--- config.mk ---
export PLATFORM = sky130hd
export DESIGN_NAME = lsu
export DESIGN_NICKNAME = d
export VERILOG_FILES = /design/src/rtl/lsu.sv
export SDC_FILE = /design/constraint.sdc
export NUM_CORES = 1
export LEC_CHECK = 0
export BUFFER_PORTS_ARGS = -buffer_cell sky130_fd_sc_hd__buf_2
export CAP_MARGIN = 20
export CORE_MARGIN = 2
export CORE_UTILIZATION = 25
export DETAILED_ROUTE_END_ITERATION = 10
export PLACE_DENSITY = 0.51
export SLEW_MARGIN = 30
export SYNTH_ARGS = -nofsm -noshare
export SYNTH_HDL_FRONTEND = slang
export SYNTH_SLANG_ARGS = --single-unit
--- constraint.sdc ---
create_clock -name clk -period 3.9 [get_ports clk]
set_clock_uncertainty 0.05 [all_clocks]
set_input_delay 0.78 -clock clk [delete_from_list [all_inputs] [get_ports clk]]
set_output_delay 0.78 -clock clk [all_outputs]
set_load 0.03 [all_outputs]
--- src/rtl/lsu.sv ---
// lsu: MEM-stage load/store unit. Takes one memory op from EX/MEM, runs a
// req/ready bus transaction, steers store byte lanes, checks alignment and
// sign/zero-extends load data for MEM/WB.
// Optional bus watchdog: define LSU_TIMEOUT_EN (limit set by TIMEOUT).
module lsu #(
  parameter int unsigned TIMEOUT = 255
) (
  input  logic        clk,
  input  logic        rst,
  input  logic        ex_valid,
  input  logic        ex_memread,
  input  logic        ex_memwrite,
  input  logic [2:0]  ex_funct3,
  input  logic [31:0] ex_addr,
  input  logic [31:0] ex_wdata,
  input  logic [4:0]  ex_rd,
  output logic        lsu_stall,
  output logic        wb_valid,
  output logic [4:0]  wb_rd,
  output logic [31:0] wb_data,
  output logic        misaligned,
  output logic        bus_err,
  output logic        bus_req,
  output logic        bus_we,
  output logic [31:0] bus_addr,
  output logic [31:0] bus_wdata,
  output logic [3:0]  bus_be,
  input  logic        bus_ready,
  input  logic [31:0] bus_rdata
);

  typedef enum logic {S_IDLE, S_ACCESS} state_t;

  state_t      r_state;
  logic [1:0]  r_lo;
  logic [2:0]  r_f3;
  logic [4:0]  r_rd;

  logic        w_accept;
  logic        w_we;
  logic        w_f3_ok;
  logic        w_align_ok;
  logic        w_legal;
  logic [31:0] w_wdata;
  logic [3:0]  w_be;
  logic [31:0] w_shifted;
  logic [31:0] w_load;

`ifdef LSU_TIMEOUT_EN
  localparam int unsigned CW = (TIMEOUT > 1) ? $clog2(TIMEOUT) : 1;
  logic [CW-1:0] r_cnt;
  logic          r_bus_err;
  assign bus_err = r_bus_err;
`else
  assign bus_err = 1'b0;
`endif

  assign w_accept = ex_valid && (ex_memread || ex_memwrite);
  // A load+store collision is handled as a store.
  assign w_we     = ex_memwrite;
  assign w_legal  = w_f3_ok && w_align_ok;

  // Stall while accepting a legal op and for the whole bus transaction.
  assign lsu_stall = (r_state == S_ACCESS) ||
                     ((r_state == S_IDLE) && w_accept && w_legal);

  // Legality, alignment and store lane steering for the incoming op.
  always_comb begin
    w_f3_ok    = 1'b0;
    w_align_ok = 1'b1;
    w_wdata    = ex_wdata;
    w_be       = 4'b1111;
    case (ex_funct3)
      3'b000, 3'b001, 3'b010: w_f3_ok = 1'b1;
      3'b100, 3'b101:         w_f3_ok = !w_we;
      default:                w_f3_ok = 1'b0;
    endcase
    case (ex_funct3[1:0])
      2'b01:   w_align_ok = !ex_addr[0];
      2'b10:   w_align_ok = (ex_addr[1:0] == 2'b00);
      default: w_align_ok = 1'b1;
    endcase
    case (ex_funct3[1:0])
      2'b00: begin
        w_wdata = {4{ex_wdata[7:0]}};
        w_be    = 4'b0001 << ex_addr[1:0];
      end
      2'b01: begin
        w_wdata = {2{ex_wdata[15:0]}};
        w_be    = ex_addr[1] ? 4'b1100 : 4'b0011;
      end
      default: begin
        w_wdata = ex_wdata;
        w_be    = 4'b1111;
      end
    endcase
  end

  // Load data: shift addressed lane down, then sign/zero extend.
  always_comb begin
    w_shifted = bus_rdata >> {r_lo, 3'b000};
    case (r_f3)
      3'b000:  w_load = {{24{w_shifted[7]}}, w_shifted[7:0]};
      3'b001:  w_load = {{16{w_shifted[15]}}, w_shifted[15:0]};
      3'b100:  w_load = {24'h000000, w_shifted[7:0]};
      3'b101:  w_load = {16'h0000, w_shifted[15:0]};
      default: w_load = w_shifted;
    endcase
  end

  // Control FSM with registered bus and writeback outputs.
  always_ff @(posedge clk or posedge rst) begin
    if (rst) begin
      r_state    <= S_IDLE;
      r_lo       <= '0;
      r_f3       <= '0;
      r_rd       <= '0;
      bus_req    <= 1'b0;
      bus_we     <= 1'b0;
      bus_addr   <= '0;
      bus_wdata  <= '0;
      bus_be     <= '0;
      wb_valid   <= 1'b0;
      wb_rd      <= '0;
      wb_data    <= '0;
      misaligned <= 1'b0;
`ifdef LSU_TIMEOUT_EN
      r_cnt      <= '0;
      r_bus_err  <= 1'b0;
`endif
    end else begin
      wb_valid   <= 1'b0;
      misaligned <= 1'b0;
`ifdef LSU_TIMEOUT_EN
      r_bus_err  <= 1'b0;
`endif
      case (r_state)
        S_IDLE: begin
          if (w_accept) begin
            if (!w_legal) begin
              misaligned <= 1'b1;
            end else begin
              r_state   <= S_ACCESS;
              r_lo      <= ex_addr[1:0];
              r_f3      <= ex_funct3;
              r_rd      <= ex_rd;
              bus_req   <= 1'b1;
              bus_we    <= w_we;
              bus_addr  <= {ex_addr[31:2], 2'b00};
              bus_wdata <= w_we ? w_wdata : '0;
              bus_be    <= w_we ? w_be : 4'b0000;
`ifdef LSU_TIMEOUT_EN
              r_cnt     <= '0;
`endif
            end
          end
        end
        S_ACCESS: begin
          if (bus_ready) begin
            r_state <= S_IDLE;
            bus_req <= 1'b0;
            if (!bus_we) begin
              wb_valid <= 1'b1;
              wb_rd    <= r_rd;
              wb_data  <= w_load;
            end
          end
`ifdef LSU_TIMEOUT_EN
          else if (r_cnt == CW'(TIMEOUT - 1)) begin
            r_state   <= S_IDLE;
            bus_req   <= 1'b0;
            r_bus_err <= 1'b1;
          end else begin
            r_cnt <= r_cnt + 1'b1;
          end
`endif
        end
        default: r_state <= S_IDLE;
      endcase
    end
  end

endmodule

Word level (Yosys, flattened, before mapping)
Index checks and enable logic that the tools add are counted.
{"block": "word_totals", "regBits": 118, "out_inout_bits": 111, "wordCells": 68}
{"block": "classes", "n_eq_ne": 12, "shifts": 2, "mux": 22, "n_bitwise": 2, "n_reduce_logical": 17}
{"op": "$pmux W32 S4", "n": 1}
{"op": "$pmux W32 S2", "n": 1}
{"op": "$mux W32", "n": 1}
{"op": "$shr A32 B5 Y32", "n": 1}
{"op": "$eq A3 B3 Y1 const B", "n": 4}
{"op": "$mux W1", "n": 12}
{"op": "$reduce_and A3 Y1", "n": 3}
{"op": "$mux W4", "n": 2}
{"op": "$pmux W1 S2", "n": 4}
{"op": "$pmux W4 S2", "n": 1}
{"op": "$eq A3 B1 Y1 const B", "n": 2}
{"op": "$logic_not A3 Y1", "n": 2}
{"op": "$ne A2 B2 Y1 const B", "n": 3}
{"op": "$logic_and A1 B1 Y1", "n": 4}
{"op": "$logic_not A2 Y1", "n": 2}
{"op": "$shl A1 B2 Y4 const A", "n": 1}
{"op": "$eq A3 B2 Y1 const B", "n": 1}
{"op": "$reduce_or A3 Y1", "n": 1}
{"op": "$eq A2 B1 Y1 const B", "n": 1}
{"op": "$eq A2 B2 Y1 const B", "n": 1}
{"op": "$logic_not A1 Y1", "n": 2}
{"op": "$logic_or A1 B1 Y1", "n": 2}
{"op": "$not A1 Y1", "n": 2}
{"op": "$reduce_or A2 Y1", "n": 1}

Logic depth before layout (Yosys ltp)
{"block": "depth", "word_depth": 7, "mapped_depth": 11, "mapped_depth_nobuf": 6}

Least setup slack after synthesis
OpenSTA, ideal clock, no wires.
{"block": "synth_path", "path_type": "input-to-output", "start": "in ex_funct3[1]", "end": "out lsu_stall", "t_arrival_ns": 2.253, "required_time_ns": 3.070, "setup_slack_ns": 0.817, "path_stages": 8, "n_path_buf": 2, "cell_sequence": "clkbuf_1 inv_1 ha_1 buf_4 nor2_2 a22o_1 a21oi_1 a21o_1"}
{"block": "synth_between", "elab_chain_cells": 6, "word_cells_on_any_way": 14, "classes_between": "eq/ne: 6; mux: 2; reduce/logical: 6"}
{"element": "from (decl)", "line_no": "13", "text": "input logic [2:0] ex_funct3,"}
{"element": "$eq A3 B1 Y1, or another cell as far along", "line_no": "73", "text": "case (ex_funct3)"}
{"element": "$reduce_or A3 Y1 / $reduce_or A2 Y1 (equally long branches)", "line_no": "73"}
{"element": "$pmux W1 S2", "line_no": "73"}
{"element": "$logic_and A1 B1 Y1 (*)", "line_no": "61", "text": "assign w_legal = w_f3_ok && w_align_ok;"}
{"element": "$logic_and A1 B1 Y1 (*)", "line_no": "65", "text": "((r_state == S_IDLE) && w_accept && w_legal);"}
{"element": "$logic_or A1 B1 Y1 (*)", "line_no": "64", "text": "assign lsu_stall = (r_state == S_ACCESS) ||"}
{"element": "to (decl)", "line_no": "17", "text": "output logic lsu_stall,"}
Mark *: on every way between the ends. The rest lies on a longest branch, timed or not.

Final worst setup path
Same ends and word-level chain as after synthesis.

==> flow_metrics.env <==
export IMPL_synthSimpleGateAreaFrac=0.08459
export IMPL_required_ns=3.07
export IMPL_core_mm2=0.02196
export IMPL_grt_first_pass_wirelength_mm=26.12
export IMPL_grt_util_all_layers=0.1419
export IMPL_rsz0062_at_grt="no"
export IMPL_pwr_density_cell_mw_per_mm2=785.6
export IMPL_crit_chain="buf_2 -> inv_1 -> ha_1 -> o21bai_1 -> a21oi_1 -> a21o_1 -> buf_2"
export IMPL_finalSetupViolations=0
export IMPL_wl_mm=16.43
export IMPL_portBuffers=217
export IMPL_num_rows=54
export IMPL_synth_area_mm2=0.005635
export IMPL_synth_compound_area_frac=0.1186
export IMPL_cp_start_kind="input pin"
export IMPL_setup_tns_ns=0
export IMPL_worst_endpoint_arrival_ns=2.11
export IMPL_grt_max_degree=62
export IMPL_via_per_inst=4.554
export IMPL_hold_viol=0
export IMPL_r2r_end="wb_data[30]$_DFFE_PP0P_"
export IMPL_crit_path_frequent_cell="buf_2"
export IMPL_cellLeakagePower_nw=3.840
export IMPL_postSynthCellCount=488
export IMPL_fmax_mhz=340.7
export IMPL_synth_seq_cells=118
export IMPL_io_pins=221
export IMPL_slowest_delay_ns=0.29
export IMPL_final_cell_mix="buf_2 (217), dfrtp_1 (118), nand2_1 (38)"
export IMPL_cts_root_buf="clkbuf_16"
export IMPL_maxCapViolations=0
export IMPL_finalWorstSetupSlack_ns=0.9645
export IMPL_worstSetupEndpointType="output port"
export IMPL_synthFlopType="dfrtp_1"
export IMPL_cts_sinks=118
export IMPL_clk_latency_ns=0.41
export IMPL_hold_path_class="input pin to asynchronous set/reset pin"
export IMPL_antenna_found_initial=2
export IMPL_synthArstFlopShare=1.000
export IMPL_r2r_start="r_state$_DFF_PP0_"
export IMPL_num_vias=4518
export IMPL_nets=811
export IMPL_dr_pass1_iters=4
export IMPL_cp_max_fo=11
export IMPL_layout_commonest_cell="buf_2"
export IMPL_synth_edf_count=0
export IMPL_cts_tree="done"
export IMPL_dpl_worst_slack_ns=0.7511
export IMPL_grt_overflow_total=0
export IMPL_yosysSeqAreaShare=0.5240
export IMPL_start_util=0.2566
export IMPL_syn_area_per_cell_um2=11.55
export IMPL_drc=0
export IMPL_cts_hold_buf=0
export IMPL_drive_gt1_frac=0.4219
export IMPL_drt_iter0_markers=208
export IMPL_syn2layout_area_growth_pct=34.66
export IMPL_vdd_drop_max_v=0.0003244
export IMPL_htreeDepth=4
export IMPL_status="completed"
export IMPL_report_final_slew_viol_count=0
export IMPL_numCtsBuffers=17
export IMPL_post_cts_buffers=0
export IMPL_ant_nets=0
export IMPL_slew_headroom=0.5252
export IMPL_worst_pin_slew_ns=0.7114
export IMPL_gp_congestion=0.7673
export IMPL_ctsResizeCount=0
export IMPL_clk_path_buf_depth=2
export IMPL_yosys_warnings=0
export IMPL_synth_fa_ha_area_frac=0.006661
export IMPL_dp_hpwl_mm=11.85
export IMPL_drt_wirelength_per_cell_um=16.56
export IMPL_path_clk_slew_ns=0.06
export IMPL_fp_dieH_um=154.1
export IMPL_synthMuxAreaShare=0.2138
export IMPL_path_class="input pin to output port"
export IMPL_synth_top_family_by_area="multiplexers"
export IMPL_synth_distinct_cells=36
export IMPL_grt_pass1_vias=4619
export IMPL_die_area_mm2=0.02376
export IMPL_r2r_slack_ns=1.62
export IMPL_fin_crit_sh=0.7527
export IMPL_r2r_cells=6
export IMPL_synth_xor_area_frac=0
export IMPL_die_w_um=154.1
export IMPL_fin_crit_ns=2.936
export IMPL_cp_slowest_cell="buf_2"
==> critical path, delay by kind of cell <==
| family | cells | cell delay [ns] |
|---|---|---|
| compound gates | 3 | 0.50 |
| buf+inv | 3 | 0.57 |
| fa+ha+maj | 1 | 0.24 |
==> how the worst max path moves through the flow <==
stage               slack, ns          from                       end
floorplan                0.82  ex_funct3[1]                 lsu_stall
global placement         0.77  ex_funct3[1]  bus_addr[20]$_DFFE_PP0P_
detailed placement       0.75  ex_funct3[1]  bus_addr[20]$_DFFE_PP0P_
CTS                      0.97  ex_funct3[1]                 lsu_stall
global route             0.82  ex_funct3[1]                 lsu_stall
finish                   0.96  ex_funct3[1]                 lsu_stall
==> area by class of cell <==
class / count / area, um^2
antenna: 1 / 2.502
clock buffer: 20 / 456.7
clock inverter: 12 / 176.4
fill: 2276 / 14370
inverter: 18 / 71.32
multi-input combinational: 317 / 2400
sequential: 118 / 2953
tap: 280 / 350.3
timing repair buffer: 226 / 1179
==> sequential cells by signal, summed over array words and instances, names as in the netlist <==
signal,cells
bus_wdata,32
wb_data,32
bus_addr,30
r_rd,5
wb_rd,5
bus_be,4
r_f3,3
r_lo,2
bus_req,1
bus_we,1
misaligned,1
r_state,1
wb_valid,1
==> cells by family after synthesis <==
kind of cell	Yosys count
DFF	118
muxes	110
AOI/OAI and AO/OA	101
and+or+nand+nor	100
buffers and inverters	55
adders and majority gates	3
other	1
==> metrics by stage <==
stage | power (W) | instances | utilization | area (um^2) | hold slack [ns]
floorplan | 0.003558 | 490 | - | 5647 | 0.3831
global placement | 0.004300 | 959 | 0.3166 | 6953 | 0.3997
detailed placement | 0.004319 | 959 | 0.3166 | 6953 | 0.4091
CTS | 0.006045 | 991 | 0.3455 | 7586 | 0.4121
global route | 0.006310 | 991 | 0.3455 | 7586 | 0.4388
finish | 0.005961 | 992 | 0.3456 | 7589 | 0.4100
==> per-layer routing <==
| layer | global-route usage | part of all wire |
|---|---|---|
| met3 | 0.04791 | 0.074 |
| met5 | 0 | 0.00079 |
| met2 | 0.2268 | 0.47 |
| met4 | 0.04717 | 0.011 |
| met1 | 0.1805 | 0.44 |
==> synth_stat cells (4+ instances only) <==
cell type | n | share of area
dfrtp_1 | 118 | 0.52
nand2_1 | 38 | 0.025
mux2_2 | 37 | 0.074
mux2_1 | 36 | 0.072
mux2i_1 | 36 | 0.064
a21oi_1 | 32 | 0.028
nor2b_1 | 28 | 0.031
nor2_1 | 22 | 0.015
inv_1 | 18 | 0.012
clkbuf_1 | 17 | 0.011
a22oi_1 | 16 | 0.021
o21ai_0 | 13 | 0.012
buf_6 | 9 | 0.018
a211oi_1 | 8 | 0.011
a21boi_0 | 8 | 0.011
a22o_1 | 8 | 0.012
o22a_1 | 8 | 0.012
buf_1 | 5 | 0.0033
nand2b_1 | 5 | 0.0056
buf_4 | 4 | 0.0053
==> power by group <==
group	total, W	internal [W]	switching (W)
registers	0.00196	0.00169	0.000277
clock network	0.00168	0.00110	0.000582
logic	0.00231	0.000776	0.00154
Note: power is estimated with default switching activity, not from simulation.
